## src/rtl/rv32_mem_pkg.sv

```systemverilog
// Shared types and constants for the RV32 memory responder.
package rv32_mem_pkg;

  typedef enum logic [1:0] {
    ST_LOAD  = 2'd0,
    ST_RUN   = 2'd1,
    ST_CHECK = 2'd2,
    ST_DONE  = 2'd3
  } state_e;

  localparam logic [31:0] NOP_INSTR           = 32'h0000_0013;
  localparam logic [31:0] DEF_STOP_PC         = 32'h0000_0018;
  localparam logic [31:0] DEF_CHECK_ADDR      = 32'h0000_0040;
  localparam logic [31:0] DEF_EXPECTED_RESULT = 32'h0000_0031;

  // Byte address falls inside a words-deep 32-bit array.
  function automatic logic addr_in_range(input logic [31:0] addr, input int unsigned words);
    return addr < 32'(words * 4);
  endfunction

endpackage

```

## src/rtl/rv32_word_ram.sv

```systemverilog
// Word array: one write port, one combinational read, one registered read-first read.
module rv32_word_ram #(
  parameter int WORDS = 32,
  parameter int AW    = $clog2(WORDS)
) (
  input  logic          i_clk,
  input  logic          i_rst_n,
  input  logic          i_we,
  input  logic [AW-1:0] i_waddr,
  input  logic [31:0]   i_wdata,
  input  logic [AW-1:0] i_raddr_a,
  output logic [31:0]   o_rdata_a,
  input  logic          i_rd_en,
  input  logic          i_rd_clr,
  input  logic [AW-1:0] i_raddr_b,
  output logic [31:0]   o_rdata_b
);

  // Contents deliberately survive reset so a rerun can skip reloading.
  logic [31:0] r_mem [WORDS];
  logic [31:0] r_rdata_b;

  always_ff @(posedge i_clk) begin
    if (i_we) r_mem[i_waddr] <= i_wdata;
  end

  assign o_rdata_a = r_mem[i_raddr_a];

  always_ff @(posedge i_clk or negedge i_rst_n) begin
    if (!i_rst_n)     r_rdata_b <= '0;
    else if (i_rd_en) r_rdata_b <= i_rd_clr ? '0 : r_mem[i_raddr_b];
  end

  assign o_rdata_b = r_rdata_b;

endmodule

```

## src/rtl/rv32_mem_responder.sv

```systemverilog
// Memory slave for the RV32 core: loader front end, instruction/data ports, run monitor.
module rv32_mem_responder
  import rv32_mem_pkg::*;
#(
  parameter int          MEM_WORDS       = 32,
  parameter logic [31:0] STOP_PC         = DEF_STOP_PC,
  parameter logic [31:0] CHECK_ADDR      = DEF_CHECK_ADDR,
  parameter logic [31:0] EXPECTED_RESULT = DEF_EXPECTED_RESULT
) (
  input  logic        clk_i,
  input  logic        rst_i,
  input  logic [31:0] instr_addr_i,
  output logic [31:0] instr_data_o,
  input  logic        mem_we_i,
  input  logic [31:0] mem_addr_i,
  input  logic [31:0] mem_data_i,
  output logic [31:0] mem_data_o,
  input  logic        load_valid_i,
  output logic        load_ready_o,
  input  logic [31:0] load_addr_i,
  input  logic [31:0] load_data_i,
  input  logic        load_last_i,
  output logic        core_rst_o,
  output logic        done_o,
  output logic        pass_o,
  output logic        err_o
);

  localparam int AW = $clog2(MEM_WORDS);
  localparam logic [AW-1:0] CHK_IDX = CHECK_ADDR[AW+1:2];

  state_e        r_state;
  logic          r_core_rst, r_ready, r_done, r_pass, r_err;
  logic          w_ld_ok, w_i_ok, w_d_ok, w_ld_acc, w_in_run, w_we;
  logic [AW-1:0] w_waddr, w_raddr_a;
  logic [31:0]   w_wdata, w_rdata_a;

  assign w_ld_ok  = addr_in_range(load_addr_i, MEM_WORDS);
  assign w_i_ok   = addr_in_range(instr_addr_i, MEM_WORDS);
  assign w_d_ok   = addr_in_range(mem_addr_i, MEM_WORDS);
  assign w_in_run = (r_state == ST_RUN);
  assign w_ld_acc = (r_state == ST_LOAD) && load_valid_i && r_ready;

  assign w_we    = (w_ld_acc && w_ld_ok) || (w_in_run && mem_we_i && w_d_ok);
  assign w_waddr = (r_state == ST_LOAD) ? load_addr_i[AW+1:2] : mem_addr_i[AW+1:2];
  assign w_wdata = (r_state == ST_LOAD) ? load_data_i : mem_data_i;

  // The core is frozen during CHECK, so the fetch port is borrowed for the result word.
  assign w_raddr_a = (r_state == ST_CHECK) ? CHK_IDX : instr_addr_i[AW+1:2];

  rv32_word_ram #(.WORDS(MEM_WORDS)) u_ram (
    .i_clk     (clk_i),
    .i_rst_n   (rst_i),
    .i_we      (w_we),
    .i_waddr   (w_waddr),
    .i_wdata   (w_wdata),
    .i_raddr_a (w_raddr_a),
    .o_rdata_a (w_rdata_a),
    .i_rd_en   (w_in_run),
    .i_rd_clr  (!w_d_ok),
    .i_raddr_b (mem_addr_i[AW+1:2]),
    .o_rdata_b (mem_data_o)
  );

  assign instr_data_o = w_i_ok ? w_rdata_a : NOP_INSTR;

  always_ff @(posedge clk_i or negedge rst_i) begin
    if (!rst_i) begin
      r_state    <= ST_LOAD;
      r_core_rst <= 1'b0;
      r_ready    <= 1'b0;
      r_done     <= 1'b0;
      r_pass     <= 1'b0;
      r_err      <= 1'b0;
    end else begin
      case (r_state)
        ST_LOAD: begin
          r_ready <= 1'b1;
          if (w_ld_acc && !w_ld_ok) r_err <= 1'b1;
          if (w_ld_acc && load_last_i) begin
            r_state    <= ST_RUN;
            r_core_rst <= 1'b1;
            r_ready    <= 1'b0;
          end
        end
        ST_RUN: begin
          if (!w_i_ok || !w_d_ok) r_err <= 1'b1;
          if (instr_addr_i == STOP_PC) begin
            r_state    <= ST_CHECK;
            r_core_rst <= 1'b0;
          end
        end
        ST_CHECK: begin
          r_pass  <= (w_rdata_a == EXPECTED_RESULT);
          r_done  <= 1'b1;
          r_state <= ST_DONE;
        end
        ST_DONE: ;
        default: r_state <= ST_LOAD;
      endcase
    end
  end

  assign core_rst_o   = r_core_rst;
  assign load_ready_o = r_ready;
  assign done_o       = r_done;
  assign pass_o       = r_pass;
  assign err_o        = r_err;

endmodule
```

## config.mk

```make
export PLATFORM = sky130hd
export DESIGN_NAME = rv32_mem_responder
export DESIGN_NICKNAME = d
export VERILOG_FILES = /design/src/rtl/rv32_mem_pkg.sv /design/src/rtl/rv32_word_ram.sv /design/src/rtl/rv32_mem_responder.sv
export SDC_FILE = /design/constraint.sdc
export NUM_CORES = 2
export LEC_CHECK = 0
export CAP_MARGIN = 20
export CORE_AREA = 2 2 358 360
export CTS_BUF_LIST = sky130_fd_sc_hd__clkbuf_8
export CTS_CLUSTER_DIAMETER = 150
export CTS_CLUSTER_SIZE = 25
export DETAILED_ROUTE_END_ITERATION = 10
export DIE_AREA = 0 0 360 362
export PLACE_DENSITY_LB_ADDON = 0.15
export SETUP_SLACK_MARGIN = 0.02
export SLEW_MARGIN = 10
export SYNTH_ARGS = -nofsm -noshare
export SYNTH_HDL_FRONTEND = slang
export SYNTH_SLANG_ARGS = --single-unit
```

## constraint.sdc

```tcl
create_clock -name clk_i -period 5.4 [get_ports clk_i]
set_clock_uncertainty 0.2 [all_clocks]
set_input_delay 1.35 -clock clk_i [delete_from_list [all_inputs] [get_ports clk_i]]
set_output_delay 1.35 -clock clk_i [all_outputs]
set_load 0.02 [all_outputs]
```

==> impl_results.md <==
- Outcome: finished clean
- CTS buffer count: 48
- Sequential area share after synthesis: 63.1%
- Simple-gate area share of the yosys netlist: a little under 4%
- Most common cell after layout, fill and taps aside: edfxtp_1
- Mux cell area share after synthesis: approximately 23%
- R2R depth: 15
- FP Rows: 131
- Most frequent cells in the layout: edfxtp_1, mux4_2, buf_4
- Xor/xnor share of the synthesized area: 0%
- Share of layout cells above drive strength 1: slightly below 30%
- CORE AREA: 127000 um^2
- Main combinational cell family by area after synthesis: multiplexers
- Synth Area in Adders: less than 1%
- Wire length per cell: ~38 um
- Die height: 362 um
- Max-cap check violation count: 0
- Detail Route Antenna Nets: 0
- CTS Root Cell: clkbuf_8
- Hold Worst Slack: ~0.3 ns
- YS warnings: 0
- HP Start: err_o
- Ys async rst share: under 10%
- Final period util: between 90% and 100%
- GRT Util Overall: about 29%
- Gate power share: 12.5%
- Cell Pwr Density: about 240 nW/um^2
- Fmax: 187 MHz
- DRC marker count from the first detailed-route iteration: 4659
- Input/output buffers: 229
- Routability Congestion: between 0.8 and 0.9
- Worst R2R End: pass_o
- Syn Inst Count: 2958
- Vias in the first global route: about 33000
- Fillers: approximately 11000
- Metal2 WL: between 90 and 100 mm
- Initial Utilization: slightly below 40%
- Syn Area/Cell: between 15 and 20 um^2
- Area of the multi-input gates: 17800 um^2
- Storage element area: approximately 32000 um^2
- CTS tree: done
- Clk pin slew, worst setup/hold paths: 0.17 ns
- Post-Route WL: roughly 190 mm
- Slew Viols, Final: 0
- Static Leak: approximately 20 nW
- Area growth from synthesis to layout: 17.3%
- First-pass GRT wire length: ~270 mm
- WP data arrival: approximately 3.8 ns
- Setup TNS: 0 ns
- Critical path required time: roughly 3.9 ns
- Worst min-delay path category: flip-flop to flip-flop
- Worst slew margin: between 30% and 40%
- WL met3: between 15 and 20 mm
- R2r startpoint: r_state[1]
- Unrepaired setup endpoints after global routing: yes
- Vias: ~33000
- EDFF count, synth: roughly 1000
- Critical path class: input port to primary output
- Die area: 130000 um^2
- Uppermost routed layer: met5
- Post-route minimum period: 5.34 ns
- Router iterations before antenna repair: 5
- Initial antenna violation count: 5
- Worst setup path end: instr_data_o[5]
- Sequential Power Share: a little over three fifths
- Horiz. Die Dim: roughly 360 um
- Yosys reg bits: between 1000 and 1500
- Critical path origin: instr_addr_i[2]
- Largest net degree at the start of global routing: between 80 and 90
- Hold-fix buffers, CTS: 0
- Psw: 3.56 mW
- Crit path capture type: primary output
- Worst-Skew Late Latency: between 0.8 and 0.9 ns
- I/O Pins: ~230
- Final hold violations: 0
- Met1 WL: about 75 mm
- GR Overflow Total: 0
- Endpoints failing setup: 0
- Maximum fanout along the worst path: 21
- Synth unique cells: slightly above 80
- Internal power: roughly 11 mW
- Hold Path Depth: 1
- Complex-gate fraction of the synthesized area: approximately 7.4%
- H-tree Lvls: 2
- Sink Count: 1063
- Syn_nets: between 3000 and 4000
- Sw Share: between 20% and 30%
- Clk buf depth: 3
- DRC: 0
- Main synth FF type: edfxtp_1
- Mapped cell area: between 50000 and 60000 um^2
- Worst R2R Setup Slack: 1.29 ns
- NumNets Final: roughly 3600
- CP Launch Type: input port
- Via-per-instance ratio: approximately 6.6
- Worst VDD drop: roughly 0.00022 V
- Worst Tran Pin Value: approximately 0.9 ns
- Hpwl dp: roughly 110 mm
- Clock power share: between 20% and 30%
[cell type report]
type,count,area share (%)
clock inverter,41,0.295
inverter,14,0.104
multi-input combinational,1641,30.2
timing repair buffer,612,11.0
tap,1662,3.52
sequential,1063,53.8
antenna,5,0.0212
clock buffer,49,1.14
[through the flow]
| step | setup WS [ns] | std cells | utilization (%) | power (mW) | cell area (um^2) |
|---|---|---|---|---|---|
| floorplan | 0.401 | 2958 | - | 10.1 | 50300 |
| global placement | -0.325 | 4952 | 45.4 | 10.9 | 57500 |
| detailed placement | -0.311 | 4952 | 45.4 | 10.9 | 57500 |
| CTS | 0.0247 | 5066 | 46.4 | 14.3 | 58800 |
| global route | 0.00977 | 5085 | 46.6 | 14.6 | 59000 |
| finish | 0.0646 | 5087 | 46.6 | 14.2 | 59000 |
[per-layer routing]
layer | track usage (%) | up-vias
li1 | - | 13200
met5 | 0 | -
met4 | 11.8 | 4
met3 | 3.83 | 395
met1 | 39.0 | 17700
met2 | 48.2 | 2062
[synthesized netlist by cell type (all sizes together) (27+ instances only)]
| library cell | instances | area (um^2) |
|---|---|---|
| edfxtp | 1024 | 30700 |
| mux4 | 349 | 7860 |
| mux2i | 258 | 2580 |
| buf | 146 | 826 |
| a21oi | 139 | 696 |
| nand2 | 122 | 458 |
| nor2 | 110 | 413 |
| mux2 | 104 | 1170 |
| clkbuf | 94 | 353 |
| o221ai | 80 | 707 |
| o21ai | 64 | 320 |
| o22ai | 43 | 275 |
| dfrtp | 39 | 976 |
| a221oi | 38 | 339 |
| a22oi | 38 | 285 |
| o2bb2ai | 32 | 280 |
| nand3 | 27 | 140 |
[what timing repair did]
action / in CTS / in global routing
resized for setup: 54 / 27
endpoints found under the setup margin: 32 / 17
buffers inserted: 22 / 16
cloned: 3 / 0
pin swaps: 5 / 5
[power by group through the flow]
| stage | logic, mW | clock network, mW | registers (mW) |
|---|---|---|---|
| final | 1.79 | 3.44 | 9.02 |
| after CTS | 1.75 | 3.50 | 9.02 |
| after global placement | 1.69 | 0 | 9.21 |
| after detailed placement | 1.71 | 0 | 9.21 |
| after floorplan | 0.908 | 0 | 9.21 |
| after global routing | 1.86 | 3.74 | 9.02 |
[critical path, stage by stage]
cell and delay (ns):
buf_12 0.18, buf_6 0.24, buf_4 0.20, mux4_1 0.56, a22o_1 0.19, a2111oi_1 0.54
or4_4 0.27, nor2_1 0.05, buf_4 0.15
[how the worst min path moves through the flow]
stage / slack [ns] / to
after global placement: 0.25 / done_o
after CTS: 0.30 / err_o
after floorplan: 0.32 / r_state[0]
after global routing: 0.33 / u_ram.o_rdata_b[8]
final: 0.30 / err_o
after detailed placement: 0.26 / err_o
[flip-flops by register name, indices dropped and copies added, names as in the netlist]
name	count
u_ram.o_rdata_b	32
core_rst_o	1
u_ram.r_mem	1024
done_o	1
pass_o	1
err_o	1
load_ready_o	1
r_state	2
[kinds of logic after synthesis]
| kind of cell | Yosys count |
|---|---|
| and+or+nand+nor | 395 |
| buffers and inverters | 254 |
| DFF | 1063 |
| AOI/OAI and AO/OA | 530 |
| muxes | 711 |
| adders and majority gates | 5 |
Note: power is estimated with default switching activity, not from simulation.
==> edit: new RTL, same flow settings <==
`MEM_WORDS`: 32 -> 16.
--- a/src/rtl/rv32_mem_responder.sv
+++ b/src/rtl/rv32_mem_responder.sv
@@ -2,7 +2,7 @@
 module rv32_mem_responder
   import rv32_mem_pkg::*;
 #(
-  parameter int          MEM_WORDS       = 32,
+  parameter int          MEM_WORDS       = 16,
   parameter logic [31:0] STOP_PC         = DEF_STOP_PC,
   parameter logic [31:0] CHECK_ADDR      = DEF_CHECK_ADDR,
   parameter logic [31:0] EXPECTED_RESULT = DEF_EXPECTED_RESULT
Behaviour: not the same (a bounded check fails within 4 cycles, from zero or initial values and one cycle with rst_i low).
==> edit against the original RTL <==
Clock power is 47% lower; worst setup slack better by 0.062 ns; core utilization is 21 points lower; synthesized area is 48% lower; routed wire length is 47% lower; sequential cell count is 512 lower; sequential share of layout area is 3.2 points lower; cell area is 45% lower; count of clock-buffer cells in the layout is 22 lower; power is 48% lower; first-iteration DRC count is 69% lower; combinational power is 46% lower.
==> edit: results (changes against the original RTL) <==
<table>
<tr><th>Metric</th><th>Value</th></tr>
<tr><th colspan="2">Outcome</th></tr>
<tr><td>Result of the run</td><td>finished, final reports clean (unchanged)</td></tr>
<tr><th colspan="2">Synthesis</th></tr>
<tr><td>Compound-Gate Fraction of Synth Area</td><td>8.871% (was 7.368%)</td></tr>
<tr><td>Post-Synthesis Mean Instance Area</td><td>16.05 µm² (was 17.00 µm²)</td></tr>
<tr><td>Largest cells by area after synthesis</td><td>sky130_fd_sc_hd__edfxtp_1 (59%), sky130_fd_sc_hd__mux4_2 (14%), sky130_fd_sc_hd__dfrtp_1 (3.8%) (was sky130_fd_sc_hd__edfxtp_1 (61%), sky130_fd_sc_hd__mux4_2 (16%), sky130_fd_sc_hd__mux2i_1 (5.1%))</td></tr>
<tr><td>Adder-cell share of the synthesized area</td><td>0.2412% (was 0.1244%)</td></tr>
<tr><th colspan="2">GRT</th></tr>
<tr><td>GR Util All Layers</td><td>15.35% (was 29.12%)</td></tr>
<tr><td>Met2 track demand over resource in global routing</td><td>25.89% (was 48.16%)</td></tr>
<tr><td>Met3 Track Usage GR</td><td>2.538% (was 3.829%)</td></tr>
<tr><td>Vias in the first global route</td><td>18.00k (was 33.42k)</td></tr>
<tr><th colspan="2">Cells and area</th></tr>
<tr><td>Clkbuf count</td><td>27 (was 49)</td></tr>
<tr><td>ANT cells</td><td>4 (was 5)</td></tr>
<tr><td>Share of final layout cell area taken by clock buffers and inverters</td><td>1.431% (was 1.438%)</td></tr>
<tr><td>Post-layout util</td><td>25.53% (was 46.58%)</td></tr>
<tr><td>Area used by multi-input combinational logic</td><td>9156 µm² (was 17810 µm²)</td></tr>
<tr><td>Number of sequential storage elements</td><td>551 (was 1063)</td></tr>
<tr><th colspan="2">Clock network</th></tr>
<tr><td>Clk_lat worst skew</td><td>0.73 ns (was 0.85 ns)</td></tr>
<tr><th colspan="2">Power and ir drop</th></tr>
<tr><td>Switching part of the total power</td><td>25.31% (was 24.97%)</td></tr>
<tr><td>Power consumption</td><td>0.007473 W (was 0.01425 W)</td></tr>
<tr><th colspan="2">Route</th></tr>
<tr><td>Vias per cell</td><td>4.690 (was 6.565)</td></tr>
<tr><td>Highest metal layer used by the detailed router</td><td>met4 (was met5)</td></tr>
<tr><td>Detailed-route wire length on metal 1</td><td>45680 µm (was 75190 µm)</td></tr>
<tr><td>Iteration-0 DRC count of the detailed router</td><td>1461 (was 4659)</td></tr>
<tr><th colspan="2">Place</th></tr>
<tr><td>Post-DP HPWL</td><td>68860 µm (was 113800 µm)</td></tr>
<tr><td>Number of cells in the design after placement</td><td>3594 (was 4952)</td></tr>
<tr><td>Area of placed instances</td><td>31800 µm² (was 57540 µm²)</td></tr>
<tr><th colspan="2">Setup path</th></tr>
<tr><td>Crit-path slowest cell</td><td>sky130_fd_sc_hd__clkdlybuf4s50_1 (was sky130_fd_sc_hd__mux4_1)</td></tr>
</table>
-- edit: cell count changes in the layout (fill, tap and decap cells not counted), moves of 27 or more --
| cell | before | now |
|---|---|---|
| sky130_fd_sc_hd__o221ai_1 | 76 | 3 |
| sky130_fd_sc_hd__o2bb2ai_1 | 32 | 0 |
| sky130_fd_sc_hd__mux4_2 | 348 | 162 |
| sky130_fd_sc_hd__buf_12 | 96 | 30 |
| sky130_fd_sc_hd__o22ai_1 | 41 | 14 |
| sky130_fd_sc_hd__a21oi_1 | 138 | 89 |
| sky130_fd_sc_hd__a22o_1 | 4 | 39 |
| sky130_fd_sc_hd__mux2i_1 | 258 | 57 |
| sky130_fd_sc_hd__edfxtp_1 | 1024 | 512 |
| sky130_fd_sc_hd__buf_4 | 284 | 202 |
-- edit: worst paths after layout --
check                                       startpoint                         endpoint  slack [ns]  depth (start not counted)
worst max-delay path                   instr_addr_i[5]                  instr_data_o[7]        0.13                         12
worst min-delay path                done_o$_DFFE_PN0P_               done_o$_DFFE_PN0P_        0.30                          1
worst max register to register  r_state[0]$_DFFE_PN0P_               pass_o$_DFFE_PN0P_        1.44                         14
worst min register to register      done_o$_DFFE_PN0P_               done_o$_DFFE_PN0P_        0.30                          1
max in group asynchronous                        rst_i   u_ram.o_rdata_b[1]$_DFFE_PN0P_        3.89                          1
min in group asynchronous                        rst_i  u_ram.o_rdata_b[13]$_DFFE_PN0P_        0.51                          1
-- edit: repair_timing --
action / in CTS / in global routing
gates cloned: 0 / 0
pin swaps: 2 / 1
buffers inserted: 4 / 0
setup endpoints to repair: 26 / 12
resized for setup: 22 / 9
